$ cat src/rtl/spif_pkg.sv
// spif_pkg: definitions shared by the packet receiver blocks.
//   - PACKET_BITS, field offsets and header bit positions of the 72-bit
//     packet {payload[71:40], key[39:8], header[7:0]}.
//   - pkt_t: packed struct view of a packet.
//   - odd_parity_bit(): bit to place in header[0] so the packet has odd parity.
package spif_pkg;

  localparam int PACKET_BITS     = 72;
  localparam int KEY_LSB         = 8;
  localparam int PAYLOAD_LSB     = 40;
  localparam int HDR_PARITY_BIT  = 0;
  localparam int HDR_PAYLOAD_BIT = 1;

  typedef struct packed {
    logic [31:0] payload;
    logic [31:0] key;
    logic [7:0]  header;
  } pkt_t;

  // The argument must carry 0 in the parity position; the result is the
  // value that makes the total number of ones odd.
  function automatic logic odd_parity_bit(input logic [PACKET_BITS-1:0] pkt);
    return ~(^pkt);
  endfunction

endpackage

$ cat src/rtl/pkt_out_reg.sv
// pkt_out_reg: one-entry valid/ready output register.
//   clk      in   clock
//   reset    in   asynchronous active-low reset (clears valid and data)
//   load_in  in   capture data_in this cycle; the caller only loads when the
//                 slot is empty or being drained in the same cycle
//   data_in  in   WIDTH  data to capture
//   data_out out  WIDTH  held data, stable while vld_out && !rdy_in
//   vld_out  out  output valid
//   rdy_in   in   downstream ready
module pkt_out_reg
  import spif_pkg::*;
#(
  parameter int WIDTH = PACKET_BITS
) (
  input  logic             clk,
  input  logic             reset,
  input  logic             load_in,
  input  logic [WIDTH-1:0] data_in,
  output logic [WIDTH-1:0] data_out,
  output logic             vld_out,
  input  logic             rdy_in
);

  logic [WIDTH-1:0] data_q, data_d;
  logic             vld_q, vld_d;

  always_comb begin
    data_d = data_q;
    vld_d  = vld_q;
    if (load_in) begin
      // A refill in the same cycle as a drain keeps valid high.
      data_d = data_in;
      vld_d  = 1'b1;
    end else if (rdy_in) begin
      vld_d = 1'b0;
    end
  end

  always_ff @(posedge clk or negedge reset) begin
    if (!reset) begin
      data_q <= '0;
      vld_q  <= 1'b0;
    end else begin
      data_q <= data_d;
      vld_q  <= vld_d;
    end
  end

  assign data_out = data_q;
  assign vld_out  = vld_q;

endmodule

$ cat src/rtl/pkt_receiver.sv
// pkt_receiver: terminates the packet stream from the transceiver and
// splits it three ways.
//   - key in config window, payload present : register write (prx_*)
//   - key in config window, no payload      : counter read, answered by a
//                                             diagnostic counter packet (dcp_*)
//   - anything else                         : passed unchanged (per_*)
// Ports:
//   clk, reset (async active-low)
//   pkt_data_in/pkt_vld_in/pkt_rdy_out : incoming packet handshake
//   reg_ctr_in[NUM_CREGS]              : counter values for DCP replies
//   reply_key_in                       : base key of DCP replies
//   prx_addr_out/prx_wdata_out/prx_en_out : register write port
//   dcp_data_out/dcp_vld_out/dcp_rdy_in   : DCP output
//   per_data_out/per_vld_out/per_rdy_in   : peripheral output
//   prx_cnt_out : [0] peripheral packet accepted, [1] config packet accepted
// Every path has one cycle of latency. Both outputs share one ready, so a
// stall on either output holds the input and packet order is preserved.
module pkt_receiver
  import spif_pkg::*;
#(
  parameter int          NUM_CREGS = 3,
  parameter logic [31:0] PRX_KEY   = 32'hffff_fd00,
  parameter logic [31:0] PRX_MSK   = 32'hffff_ff00
) (
  input  logic                   clk,
  input  logic                   reset,

  input  logic [PACKET_BITS-1:0] pkt_data_in,
  input  logic                   pkt_vld_in,
  output logic                   pkt_rdy_out,

  input  logic [31:0]            reg_ctr_in [NUM_CREGS],
  input  logic [31:0]            reply_key_in,

  output logic [7:0]             prx_addr_out,
  output logic [31:0]            prx_wdata_out,
  output logic                   prx_en_out,

  output logic [PACKET_BITS-1:0] dcp_data_out,
  output logic                   dcp_vld_out,
  input  logic                   dcp_rdy_in,

  output logic [PACKET_BITS-1:0] per_data_out,
  output logic                   per_vld_out,
  input  logic                   per_rdy_in,

  output logic [1:0]             prx_cnt_out
);

  // --------------------------------------------------------------------
  // Input decode
  // --------------------------------------------------------------------
  logic [31:0] in_key;
  logic [31:0] in_payload;
  logic [7:0]  ctr_idx;
  logic        is_cfg;
  logic        has_pl;
  logic        accept;

  assign in_key     = pkt_data_in[KEY_LSB +: 32];
  assign in_payload = pkt_data_in[PAYLOAD_LSB +: 32];
  assign ctr_idx    = in_key[7:0];
  assign is_cfg     = ((in_key & PRX_MSK) == (PRX_MSK & PRX_KEY));
  assign has_pl     = pkt_data_in[HDR_PAYLOAD_BIT];

  // run_q holds ready low while reset is asserted; after release the
  // ready is purely a function of the output stages.
  logic run_q, run_d;

  assign run_d       = 1'b1;
  assign pkt_rdy_out = run_q
                     && (!per_vld_out || per_rdy_in)
                     && (!dcp_vld_out || dcp_rdy_in);
  assign accept      = pkt_vld_in && pkt_rdy_out;

  // --------------------------------------------------------------------
  // Counter select: indices outside the bank read as zero because no
  // select term matches them.
  // --------------------------------------------------------------------
  logic [31:0] ctr_sel [NUM_CREGS];
  logic [31:0] ctr_value;

  for (genvar gi = 0; gi < NUM_CREGS; gi++) begin : g_ctr_sel
    assign ctr_sel[gi] = (ctr_idx == 8'(gi)) ? reg_ctr_in[gi] : 32'h0;
  end

  always_comb begin
    ctr_value = 32'h0;
    for (int c = 0; c < NUM_CREGS; c++) begin
      ctr_value = ctr_value | ctr_sel[c];
    end
  end

  // --------------------------------------------------------------------
  // DCP construction: header 8'h02 (payload present), parity in bit 0
  // --------------------------------------------------------------------
  pkt_t dcp_raw;
  pkt_t dcp_pkt;

  always_comb begin
    dcp_raw                         = '0;
    dcp_raw.payload                 = ctr_value;
    dcp_raw.key                     = reply_key_in | {24'h0, ctr_idx};
    dcp_raw.header[HDR_PAYLOAD_BIT] = 1'b1;
    dcp_pkt                         = dcp_raw;
    dcp_pkt.header[HDR_PARITY_BIT]  = odd_parity_bit(dcp_raw);
  end

  // --------------------------------------------------------------------
  // Output stages
  // --------------------------------------------------------------------
  logic dcp_load;
  logic per_load;

  assign dcp_load = accept &&  is_cfg && !has_pl;
  assign per_load = accept && !is_cfg;

  pkt_out_reg #(.WIDTH(PACKET_BITS)) u_dcp_reg (
    .clk      (clk),
    .reset    (reset),
    .load_in  (dcp_load),
    .data_in  (dcp_pkt),
    .data_out (dcp_data_out),
    .vld_out  (dcp_vld_out),
    .rdy_in   (dcp_rdy_in)
  );

  pkt_out_reg #(.WIDTH(PACKET_BITS)) u_per_reg (
    .clk      (clk),
    .reset    (reset),
    .load_in  (per_load),
    .data_in  (pkt_data_in),
    .data_out (per_data_out),
    .vld_out  (per_vld_out),
    .rdy_in   (per_rdy_in)
  );

  // --------------------------------------------------------------------
  // Register write port and counter-enable pulses
  // --------------------------------------------------------------------
  logic        prx_en_q,    prx_en_d;
  logic [7:0]  prx_addr_q,  prx_addr_d;
  logic [31:0] prx_wdata_q, prx_wdata_d;
  logic [1:0]  cnt_q,       cnt_d;

  always_comb begin
    prx_en_d    = 1'b0;
    prx_addr_d  = prx_addr_q;   // address/data hold between writes
    prx_wdata_d = prx_wdata_q;
    if (accept && is_cfg && has_pl) begin
      prx_en_d    = 1'b1;
      prx_addr_d  = ctr_idx;
      prx_wdata_d = in_payload;
    end
    cnt_d = {accept && is_cfg, accept && !is_cfg};
  end

  always_ff @(posedge clk or negedge reset) begin
    if (!reset) begin
      run_q       <= 1'b0;
      prx_en_q    <= 1'b0;
      prx_addr_q  <= 8'h0;
      prx_wdata_q <= 32'h0;
      cnt_q       <= 2'b00;
    end else begin
      run_q       <= run_d;
      prx_en_q    <= prx_en_d;
      prx_addr_q  <= prx_addr_d;
      prx_wdata_q <= prx_wdata_d;
      cnt_q       <= cnt_d;
    end
  end

  assign prx_en_out    = prx_en_q;
  assign prx_addr_out  = prx_addr_q;
  assign prx_wdata_out = prx_wdata_q;
  assign prx_cnt_out   = cnt_q;

endmodule

$ cat config.mk
export PLATFORM = sky130hd
export DESIGN_NAME = pkt_receiver
export DESIGN_NICKNAME = d
export VERILOG_FILES = /design/src/rtl/spif_pkg.sv /design/src/rtl/pkt_out_reg.sv /design/src/rtl/pkt_receiver.sv
export SDC_FILE = /design/constraint.sdc
export NUM_CORES = 1
export LEC_CHECK = 0
export BUFFER_PORTS_ARGS = -buffer_cell sky130_fd_sc_hd__buf_2
export CAP_MARGIN = 20
export CORE_AREA = 2 2 152 154
export CTS_CLUSTER_DIAMETER = 120
export DETAILED_ROUTE_END_ITERATION = 10
export DIE_AREA = 0 0 154 156
export PLACE_DENSITY_LB_ADDON = 0.12
export SETUP_SLACK_MARGIN = 0.3
export SKIP_CTS_REPAIR_TIMING = 1
export SLEW_MARGIN = 10
export SYNTH_ARGS = -nofsm -noshare
export SYNTH_HDL_FRONTEND = slang
export SYNTH_SLANG_ARGS = --single-unit
$ cat constraint.sdc
create_clock -name clk -period 2 [get_ports clk]
set_clock_uncertainty 0.2 [all_clocks]
set_input_delay 0.2 -clock clk [delete_from_list [all_inputs] [get_ports clk]]
set_output_delay 0.2 -clock clk [all_outputs]
set_load 0.01 [all_outputs]
Word level (Yosys, flattened, before mapping) --
Index checks and enable logic that the tools add are counted.
Word-level totals: register bits 184, bits of input ports 205, output and inout bits 190, word-level logic and storage cells 41
Cells by class: eq/ne operators 3, muxes and demuxes 8, bitwise operators 4, reduce and logical (&&, ||, !) cells 17
Operators by type and width (count):
- two-way mux 32 bit | 3
- parity 72 bit | 1
- OR 32 bit | 2
- OR 32 x 8 -> 32 bit | 1
- equality test 24 bit, second input constant | 1
- equality test 8 x 1 -> 1 bit, second input constant | 1
- equality test 8 x 2 -> 1 bit, second input constant | 1
- logical NOT 8 bit | 1
- logical AND 1 bit | 7
- two-way mux 1 bit | 5
- logical NOT 1 bit | 4
- nonzero test 2 bit | 2
- logical OR 1 bit | 2
- NOT 1 bit | 1

Depth between registers and ports, before layout --
Gate-level depths: netlist of run 1.
depth after elaboration 8, mapped depth 11, depth with buffers taken out 8

By module --
From an unflattened synthesis of run 1, not the netlist that was laid out.
Second synthesis, totals: cells, all modules 614, area, all modules 9522.9 sq um
Modules (own cells, without submodules):
- pkt_out_reg | times used 2, cells each 155, area an instance 3059.2 sq um, seq. area each 1826.8 sq um
- pkt_receiver | times used 1, cells each 304, area an instance 3404.5 sq um, seq. area each 1101.1 sq um

Worst setup path before layout of run 1 --
No wires, ideal clock.
path type input-to-reg, from in pkt_data_in[8], to reg u_dcp_reg.data_q[0], in the netlist u_dcp_reg.data_out[0], library setup time 0.082 ns, arrival time 2.286 ns, required time 1.718 ns, path slack -0.568 ns, stages 10, path buffers 2, path through buf_6 -> buf_6 -> mux2i_1 -> nor2_1 -> a21oi_1 -> xnor3_1 -> xnor2_1 -> xnor3_1 -> or3_1 -> a31oi_1
On the way: longest elaborated chain between the ends 6, elaborated cells between the ends (all ways) 11, classes of those cells 2 x eq/ne; 3 x mux; 4 x bitwise; 2 x reduce/logical
Ends and longest elaborated chain:
- start: declaration | RTL line pkt_receiver.sv:28 | input logic [PACKET_BITS-1:0] pkt_data_in,
- equality test 8 x 1 -> 1 bit / logical NOT 8 bit (equally long branches) | RTL line pkt_receiver.sv:84 | assign ctr_sel[gi] = (ctr_idx == 8'(gi)) ? reg_ctr_in[gi] : 32'h0;
- two-way mux 32 bit | RTL line pkt_receiver.sv:84
- OR 32 bit (2 in a row) | RTL line pkt_receiver.sv:90 | ctr_value = ctr_value | ctr_sel[c];
- parity 72 bit (*) | RTL line spif_pkg.sv:23 | return ~(^pkt);
- NOT 1 bit (*) | RTL line spif_pkg.sv:23
- end signal: assignment | RTL line pkt_out_reg.sv:44 | data_q <= data_d;
- end: declaration | RTL line pkt_out_reg.sv:24 | logic [WIDTH-1:0] data_q, data_d;
Mark *: on every way between the ends. The rest lies on a longest branch, timed or not. A chain may end at the register's enable or synchronous reset.

Worst setup path in the final report of run 1 --
Ends and elaborated chain as after synthesis.

==> results.sh, run 1 <==
export IMPL_dr_pass1_iters=5
export IMPL_antenna_found_initial=0
export IMPL_drcViolationCount=0
export IMPL_async_flop_share_pct=100
export IMPL_hold_path_startpoint="reg_ctr_in[16]"
export IMPL_dp_cells=1357
export IMPL_cts_tree="yes"
export IMPL_cts_root_buf="clkbuf_16"
export IMPL_synthToLayoutAreaGrowth_pct=72.7
export IMPL_fp_dieW_um=154
export IMPL_port_buffers=388
export IMPL_cts_made_buffers=17
export IMPL_synth_largest_area_cell="dfrtp_1"
export IMPL_violations="setup timing"
export IMPL_syn_inst=633
export IMPL_io_pins=395
export IMPL_grt_overflow=0
export IMPL_h_tree_depth=4
export IMPL_initial_core_util_pct=37.1
export IMPL_setup_violations_final=100
export IMPL_power_density_nw_per_um2=697
export IMPL_crit_type="in -> reg"
export IMPL_netlist_area_leader_share_pct=55.5
export IMPL_final_core_util_pct=64.1
export IMPL_gp_congestion=0.831
export IMPL_status="complete, but fails checks"
export IMPL_grt_pass1_vias=6703
export IMPL_rsz0062_at_grt="yes"
export IMPL_ant_nets=0
export IMPL_setup_slack_ps=-405
export IMPL_fin_cells=1546
export IMPL_peakVddDrop_uv=637
export IMPL_hp_class="in -> reg"
export IMPL_p_leak_uw=0.00758
export IMPL_clock_latency_ps=430
export IMPL_critPathMaxFanout=15
export IMPL_syn_area_sq_um=8300
export IMPL_ys_warn_count=0
export IMPL_netlist_top_cells_area="dfrtp_1, mux2_2, mux2i_1"
export IMPL_arrival_ps=2550
export IMPL_row_count=55
export IMPL_grt_pass1_wl_um=36600
export IMPL_crit_start="pkt_data_in[8]"
export IMPL_grt_start_max_net_pins=71
export IMPL_max_freq_ghz=0.416
export IMPL_drive_above_1_share_pct=60.7
export IMPL_hpwlAfterDp_um=18500
export IMPL_grtUsageTotal_pct=19.7
export IMPL_final_nets=1453
export IMPL_cp_end_kind="flip-flop"
export IMPL_avgRoutedWirePerCell_um=18.8
export IMPL_antenna_cells=0
export IMPL_cp_start_kind="input port"
export IMPL_avgSynthCellArea_sq_um=13.1
export IMPL_r2r_start="u_dcp_reg.vld_out"
export IMPL_drt_iter0_drc=262
export IMPL_holdWs_ps=43.2
export IMPL_fin_crit_sh_pct=120
export IMPL_synth_distinct_cells=32
export IMPL_cts_clk_slew_worst_paths_ps=70
export IMPL_ys_flop_type="dfrtp_1"
export IMPL_fp_dieH_um=156
export IMPL_fin_crit_ps=2400
export IMPL_dp_slack_ps=-789
export IMPL_core_region_area_sq_um=22400
export IMPL_dieArea_sq_um=24000
export IMPL_synth_edf_count=0
export IMPL_routed_via_density=4.81
export IMPL_clk_path_buf_depth=2
export IMPL_cts_sink_count=184
export IMPL_seq_area_frac_synth_pct=55.5
export IMPL_cp_data_required_time_ps=2150
export IMPL_vias=7435
export IMPL_report_final_hold_viol_count=0
export IMPL_ys_seq_elements=184
export IMPL_finalMaxSlewViolations=0
export IMPL_maxCapViolations=0
export IMPL_routed_wl_um=29100
-- critical path: stages --
cell and delay [ps]:
clkbuf_4 150, buf_12 150, nor2b_4 140, buf_12 150, buf_4 140, a21oi_2 60, buf_4 140, xnor3_1 320
xnor3_1 410, xnor3_1 240, or3_1 310, a31oi_1 130
-- synth_stat cells (3+ instances only) --
cell,count
mux2i_1,32
xnor2_1,30
dfrtp_1,184
nand2b_1,3
mux2_2,136
o2bb2ai_1,14
nand4_1,5
nand3_1,16
o21ai_0,25
buf_1,5
inv_1,3
nor2_1,29
xnor3_1,11
a21oi_2,4
a21oi_1,13
clkbuf_1,24
buf_6,4
buf_4,8
nand2_1,46
o31ai_1,16
xor2_1,9
-- cell families after synthesis --
| family | count (synthesis) | share of synthesized area, % |
|---|---|---|
| AOI/OAI and AO/OA | 75 | 6.08 |
| xor gates and xnor gates | 51 | 7.30 |
| DFF | 184 | 55.5 |
| muxes | 168 | 22.3 |
| buffers and inverters | 47 | 3.14 |
| other | 2 | 0.0905 |
| and+or+nand+nor | 106 | 5.61 |
-- final timing paths --
check                                          to  slack (ps)  depth (start not counted)
setup / recovery            u_dcp_reg.data_out[0]        -400                         12
hold / removal             u_dcp_reg.data_out[56]          40                          4
setup reg to reg           u_per_reg.data_out[40]        -100                          7
hold reg to reg             u_dcp_reg.data_out[1]         270                          1
max in group asynchronous  u_dcp_reg.data_out[69]         860                          3
min in group asynchronous  u_per_reg.data_out[36]          70                          2
-- cell type report --
type	instances	area, sq um
clock buffers	19	433
clock inverters	13	151
repair buffers	633	4700
well taps	285	357
inverters	3	11.3
fillers	1826	8030
flip-flops and latches	184	4600
multi-input cells	409	4080
-- state kept, by name (all words and copies together), names as in the netlist --
| signal | count |
|---|---|
| u_per_reg.data_out | 72 |
| u_dcp_reg.data_out | 66 |
| prx_wdata_out | 32 |
| prx_addr_out | 8 |
| prx_cnt_out | 2 |
| prx_en_out | 1 |
| run_q | 1 |
| u_dcp_reg.vld_out | 1 |
| u_per_reg.vld_out | 1 |
-- power by group --
group	internal, uW	switching, uW	total (uW)
clock	1690	1660	3350
combinational	1470	1030	2500
sequential	3990	151	4140
total	7150	2840	9990
-- per-stage QoR --
step	TNS [ps]	instance area (sq um)	power [uW]
global route	-14380	14300	10400
CTS	-376	12100	9780
global placement	-6830	11500	6370
finish	-5600	14300	9990
floorplan	-1650	8910	5470
detailed placement	-7990	11500	6390
-- layer usage --
metal | routed length, um | up-vias | track usage, %
li1 | - | 3460 | -
met1 | 12000 | 3673 | 23.6
met2 | 14600 | 273 | 33.7
met3 | 2050 | 29 | 6.67
met4 | 508 | 0 | 6.36
met5 | 0 | - | 0
-- cells in the final DEF (no fill, tap or decap), types with 11 or more instances in the layout --
master         count
clkbuf_16         36
buf_4             87
dfrtp_1          184
xnor3_1           11
nand3_1           16
nand2_2           16
buf_6             14
mux2i_1           32
mux2_4            72
o2bb2ai_1         14
o21ai_2           14
nor2_1            28
buf_12            15
xnor2_1           30
buf_2            385
mux2_2            64
dlygate4sd3_1    106
o31ai_2           14
nand2_1           20
Power figures use the tool's default switching activity.
==> inputs of run 2 (changes only) <==
--- a/config.mk
+++ b/config.mk
@@ -18,3 +18,4 @@
 export SYNTH_ARGS = -nofsm -noshare
 export SYNTH_HDL_FRONTEND = slang
 export SYNTH_SLANG_ARGS = --single-unit
+export TNS_END_PERCENT = 1
==> run 2 against run 1 <==
Design area shrank 8.8%. Flip-flop and latch count stayed put. Core utilization fell by 5.7 points. Via count fell by 5.2%. Highest routed layer unchanged. Combinational power shrank 8.0%. The flow finishes with violations (hold timing, setup timing). Global-route usage increased by 0.77 points.
==> results.sh, run 2 (synthesis results as in run 1) <==
export IMPL_status="complete, but fails checks"
export IMPL_violations="hold timing, setup timing"
export IMPL_h_tree_depth=4
export IMPL_holdWs_ps=-123
export IMPL_cts_tree="yes"
export IMPL_cts_made_buffers=17
export IMPL_max_freq_ghz=0.416
export IMPL_synthToLayoutAreaGrowth_pct=57.5
export IMPL_fin_area_sq_um=13100
export IMPL_maxCapViolations=0
export IMPL_cp_end_kind="flip-flop"
export IMPL_max_stage_delay_ps=440
export IMPL_drive_above_1_share_pct=55.8
export IMPL_arrival_ps=2550
export IMPL_critPathMaxFanout=11
export IMPL_drt_iter0_drc=307
export IMPL_most_common_layout_cells="buf_2, dfrtp_1, dlygate4sd3_1"
export IMPL_fp_dieW_um=154
export IMPL_power_density_nw_per_um2=739
export IMPL_avgRoutedWirePerCell_um=17.7
export IMPL_antenna_cells=0
export IMPL_path_cells="buf_2 -> buf_12 -> buf_4 -> mux2i_1 -> nor2_1 -> a21oi_2 -> xnor3_1 -> xnor2_1 -> xnor3_1 -> or3_1 -> a31oi_1"
export IMPL_cts_clk_slew_worst_paths_ps=70
export IMPL_peakVddDrop_uv=475
export IMPL_final_core_util_pct=58.4
export IMPL_setup_violations_final=67
export IMPL_routed_wl_um=26400
export IMPL_cts_sink_count=184
export IMPL_clock_latency_ps=420
export IMPL_gp_congestion=0.836
export IMPL_cp_slowest_cell="xnor3_1"
export IMPL_place_area_sq_um=11300
export IMPL_cts_root_buf="clkbuf_16"
export IMPL_grtUsageTotal_pct=20.5
export IMPL_clk_path_buf_depth=2
export IMPL_setup_slack_ps=-401
export IMPL_grt_overflow=0
export IMPL_io_pins=395
export IMPL_grt_pass1_wl_um=37700
export IMPL_dr_pass1_iters=5
export IMPL_hpwlAfterDp_um=19600
export IMPL_drcViolationCount=0
export IMPL_finalMaxSlewViolations=0
export IMPL_crit_path_frequent_cell="xnor3_1"
export IMPL_fp_dieH_um=156
export IMPL_dieArea_sq_um=24000
export IMPL_fin_crit_sh_pct=120
export IMPL_routed_via_density=4.73
export IMPL_initial_core_util_pct=37.1
export IMPL_rsz0062_at_grt="yes"
export IMPL_core_region_area_sq_um=22400
export IMPL_fin_crit_ps=2400
export IMPL_row_count=55
export IMPL_ant_nets=0
export IMPL_report_final_hold_viol_count=2
export IMPL_fin_cells=1491
export IMPL_largest_reg_flops=72
export IMPL_dp_cells=1358
export IMPL_hp_class="in -> reg"
export IMPL_grt_start_max_net_pins=50
export IMPL_p_leak_uw=0.00692
export IMPL_vias=7050
export IMPL_cp_start_kind="input port"
export IMPL_port_buffers=388
export IMPL_cp_data_required_time_ps=2150
export IMPL_final_nets=1399
export IMPL_grt_pass1_vias=6847
export IMPL_antenna_found_initial=0
export IMPL_final_common_cell="buf_2"
export IMPL_crit_type="in -> reg"
[run 2: cell count changes in the layout (fill, tap and decap cells not counted), moves of 9 or more]
cell       change
mux2_2        +34
mux2_4        -34
nand2_1       +24
clkbuf_16     -19
o21ai_0       +16
nand2_2       -15
buf_6         -14
o21ai_2       -14
buf_4         -10
o31ai_1        +9
[run 2: per-layer routing]
layer / share of wire [%] / track usage, % / vias up
met2: 51 / 36.0 / 279
met1: 41 / 24.9 / 3409
met5: 0 / 0 / -
met4: 1.3 / 4.76 / 0
met3: 6.9 / 6.08 / 24
li1: - / - / 3338
[run 2: critical path, delay by kind of cell]
family | cells | cell delay (ps)
xor+xnor | 3 | 970
buf+inv | 3 | 490
simple gates | 2 | 380
compound gates | 2 | 310
mux | 1 | 180
[run 2: worst paths after layout]
kind	start	slack (ps)	endpoint	cells past startpoint
setup / recovery	pkt_data_in[8]	-400	u_dcp_reg.data_out[0]	11
hold / removal	pkt_vld_in	-120	prx_cnt_out[1]	3
setup reg to reg	u_per_reg.vld_out	-60	u_dcp_reg.data_out[23]	6
hold reg to reg	u_dcp_reg.data_out[42]	270	u_dcp_reg.data_out[42]	2
max in group asynchronous	reset	860	u_dcp_reg.data_out[12]	3
min in group asynchronous	reset	80	u_dcp_reg.data_out[34]	2
[run 2: power breakdown]
part	leakage, uW	internal [uW]	total [uW]	switching [uW]
sequential	0.00241	3990	4130	134
clock	0.000270	1640	3230	1580
combinational	0.00425	1320	2300	980
total	0.00692	6960	9660	2700
[run 2: area by class of cell]
class	count	area [sq um]
clock inverter	14	134
clock buffer	17	425
tap	285	357
timing repair buffer	581	3840
sequential	184	4600
multi-input combinational	407	3690
inverter	3	11.3
fill	1938	9290
[run 2: metrics by stage]
step	setup TNS [ps]	power [uW]	setup WS, ps	hold WS, ps
floorplan	-26440	5270	-554	-296
global placement	-34430	6220	-808	-21.2
detailed placement	-36130	6240	-888	-18.4
CTS	-12770	9490	-429	-493
global route	-11460	10100	-497	-127
finish	-2970	9660	-401	-123
==> inputs of run 3 (changes only) <==
--- a/config.mk
+++ b/config.mk
@@ -7,15 +7,17 @@
 export LEC_CHECK = 0
 export BUFFER_PORTS_ARGS = -buffer_cell sky130_fd_sc_hd__buf_2
 export CAP_MARGIN = 20
-export CORE_AREA = 2 2 152 154
+export CELL_PAD_IN_SITES_DETAIL_PLACEMENT = 1
+export CELL_PAD_IN_SITES_GLOBAL_PLACEMENT = 1
+export CORE_MARGIN = 2
+export CORE_UTILIZATION = 35
 export CTS_CLUSTER_DIAMETER = 120
 export DETAILED_ROUTE_END_ITERATION = 10
-export DIE_AREA = 0 0 154 156
 export PLACE_DENSITY_LB_ADDON = 0.12
 export SETUP_SLACK_MARGIN = 0.3
 export SKIP_CTS_REPAIR_TIMING = 1
-export SLEW_MARGIN = 10
 export SYNTH_ARGS = -nofsm -noshare
 export SYNTH_HDL_FRONTEND = slang
+export SYNTH_HIERARCHICAL = 1
 export SYNTH_SLANG_ARGS = --single-unit
 export TNS_END_PERCENT = 1
==> run 3 against run 2 <==
The run still ends with hold timing, setup timing left. Sequential power grew 3%. Clock-buffer cell count is the same. Via count grew 0.70%. Non-clock buffer count grew 6. Critical path type unchanged. Largest power group unchanged. Highest routed layer unchanged.
==> results.sh, run 3 <==
export IMPL_multi_input_area_sq_um=4430
export IMPL_ys_warn_count=6
export IMPL_io_pins=395
export IMPL_grt_pass1_vias=7454
export IMPL_synth_distinct_cells=35
export IMPL_clock_latency_ps=420
export IMPL_cts_sink_count=190
export IMPL_routed_via_density=4.59
export IMPL_dr_pass1_iters=4
export IMPL_core_region_area_sq_um=26800
export IMPL_synthToLayoutAreaGrowth_pct=48.5
export IMPL_avgRoutedWirePerCell_um=18.9
export IMPL_final_nets=1396
export IMPL_setup_violations_final=27
export IMPL_cp_data_required_time_ps=2110
export IMPL_maxCapViolations=0
export IMPL_netlist_top_cells_area="dfrtp_1, mux2_4, mux2_1"
export IMPL_max_stage_delay_ps=280
export IMPL_power_density_nw_per_um2=720
export IMPL_fin_crit_sh_pct=117
export IMPL_hpwlAfterDp_um=21900
export IMPL_grt_overflow=0
export IMPL_vias=7099
export IMPL_setup_slack_ps=-347
export IMPL_netlist_area_leader_share_pct=49.9
export IMPL_grt_pass1_wl_um=42500
export IMPL_cp_depth=13
export IMPL_peakVddDrop_uv=436
export IMPL_hp_class="in -> reg"
export IMPL_max_freq_ghz=0.426
export IMPL_path_cells="buf_2 -> buf_12 -> nor2b_4 -> buf_12 -> o2bb2ai_2 -> xor2_1 -> xnor3_1 -> xnor2_2 -> xnor2_2 -> xnor2_1 -> nor2_1 -> xnor2_1 -> mux2_4"
export IMPL_yosysMostFrequentCell="dfrtp_1"
export IMPL_synth_largest_area_cell="dfrtp_1"
export IMPL_arrival_ps=2460
export IMPL_cp_start_kind="input port"
export IMPL_fin_crit_ps=2350
export IMPL_critPathMaxFanout=16
export IMPL_fin_cells=1547
export IMPL_reg2reg_depth=9
export IMPL_grt_start_max_net_pins=43
export IMPL_cp_top_family="XOR/XNOR gates"
export IMPL_ys_flop_type="dfrtp_1"
export IMPL_rsz0062_at_grt="yes"
export IMPL_ys_seq_elements=190
export IMPL_ant_nets=0
export IMPL_power_uw=10200
export IMPL_grtUsageTotal_pct=19.5
export IMPL_row_count=60
export IMPL_status="complete, but fails checks"
export IMPL_async_flop_share_pct=100
export IMPL_cts_root_buf="clkbuf_16"
export IMPL_fp_dieH_um=169
export IMPL_syn_area_sq_um=9520
export IMPL_seq_area_frac_synth_pct=49.9
export IMPL_tns_ps=-585
export IMPL_dp_cells=1415
export IMPL_ff_latch_area_sq_um=4750
export IMPL_fin_area_sq_um=14100
export IMPL_antenna_found_initial=4
export IMPL_synthTopCellsByCount="dfrtp_1, mux2_4, mux2_1, nor2_1, xnor2_1"
export IMPL_cts_made_buffers=17
export IMPL_avgSynthCellArea_sq_um=15.5
export IMPL_drcViolationCount=0
export IMPL_synth_edf_count=0
export IMPL_drive_above_1_share_pct=59.9
export IMPL_fillCellCount=2880
export IMPL_critPathBufInv=3
export IMPL_cts_clk_slew_worst_paths_ps=70
export IMPL_p_leak_uw=0.00749
export IMPL_cp_end_kind="flip-flop"
export IMPL_gp_congestion=0.767
export IMPL_routed_wl_um=29300
export IMPL_report_final_hold_viol_count=1
export IMPL_port_buffers=394
export IMPL_holdWs_ps=-5.37
export IMPL_crit_type="in -> reg"
export IMPL_syn_inst=614
export IMPL_h_tree_depth=4
export IMPL_hold_depth=4
export IMPL_cp_slowest_cell="xnor3_1"
export IMPL_dieArea_sq_um=28500
export IMPL_final_common_cell="buf_2"
export IMPL_initial_core_util_pct=35.5
export IMPL_clk_path_buf_depth=2
export IMPL_most_common_layout_cells="buf_2, dfrtp_1, mux2_4"
export IMPL_place_area_sq_um=12500
export IMPL_violations="hold timing, setup timing"
export IMPL_finalMaxSlewViolations=0
export IMPL_drt_iter0_drc=254
export IMPL_fp_dieW_um=169
export IMPL_cts_tree="yes"
==> run 3: cell count changes in the layout (fill, tap and decap cells not counted), moves of 16 or more <==
cell and change:
nor2b_1 +16, mux2_4 +105, mux2_1 +37, nand3_1 -16
mux2_2 -94, nand2_1 -42, o21ai_0 -17
==> run 3: path summary, 6_finish.rpt <==
| path | end | from | slack [ps] |
|---|---|---|---|
| worst max-delay path | u_dcp_reg/data_out[0] | pkt_data_in[8] | -350 |
| worst min register to register | prx_wdata_out[29] | prx_wdata_out[29] | 290 |
| max in group asynchronous | prx_wdata_out[6] | reset | 970 |
| min in group asynchronous | u_dcp_reg/data_out[53] | reset | 50 |
| worst max register to register | u_dcp_reg/data_out[71] | u_per_reg/vld_out | -40 |
| worst min-delay path | prx_cnt_out[1] | pkt_vld_in | -5 |
==> run 3: final cells by class <==
class | instances | share of cell area, %
Timing Repair Buffer | 587 | 27.9
Antenna cell | 3 | 0.0531
Multi-Input combinational cell | 390 | 31.3
Tap cell | 341 | 3.02
Inverter | 5 | 0.133
Clock inverter | 14 | 0.982
Clock buffer | 17 | 3.01
Sequential cell | 190 | 33.6
==> run 3: logic make-up after synthesis <==
group                     after synthesis  synth area share (%)
DFF                                   190                  49.9
and+or+nand+nor                        74                  3.90
other                                   2                0.0789
AOI/OAI and AO/OA                      37                  4.27
xor gates and xnor gates               55                  6.31
muxes                                 216                  30.6
buffers and inverters                  40                  4.95
==> run 3: stage by stage <==
stage	util [%]	setup WS, ps
floorplan	-	-443
global placement	46.6	-770
detailed placement	46.6	-839
CTS	48.7	-380
global route	52.8	-478
finish	52.8	-347
==> run 3: per-layer routing <==
metal | share of wire [%] | track usage (%) | vias to the layer above
li1 | - | - | 3286
met1 | 40 | 22.7 | 3542
met2 | 52 | 34.9 | 236
met3 | 6.5 | 5.35 | 35
met4 | 2.0 | 6.22 | 0
met5 | 0 | 0 | -
==> run 3: report_power, final <==
| part | internal (uW) | total (uW) | switching [uW] |
|---|---|---|---|
| registers | 4110 | 4260 | 152 |
| logic | 1470 | 2550 | 1090 |
| clock network | 1670 | 3360 | 1690 |
==> run 3: worst reg2reg max path: stages, from the launching register on <==
cell and delay, ps:
dfrtp_1 380, inv_1 60, o21ai_1 50, a21oi_1 110
buf_4 150, nand2_4 70, nor3_4 210, buf_6 170
buf_12 160, mux2_2 350
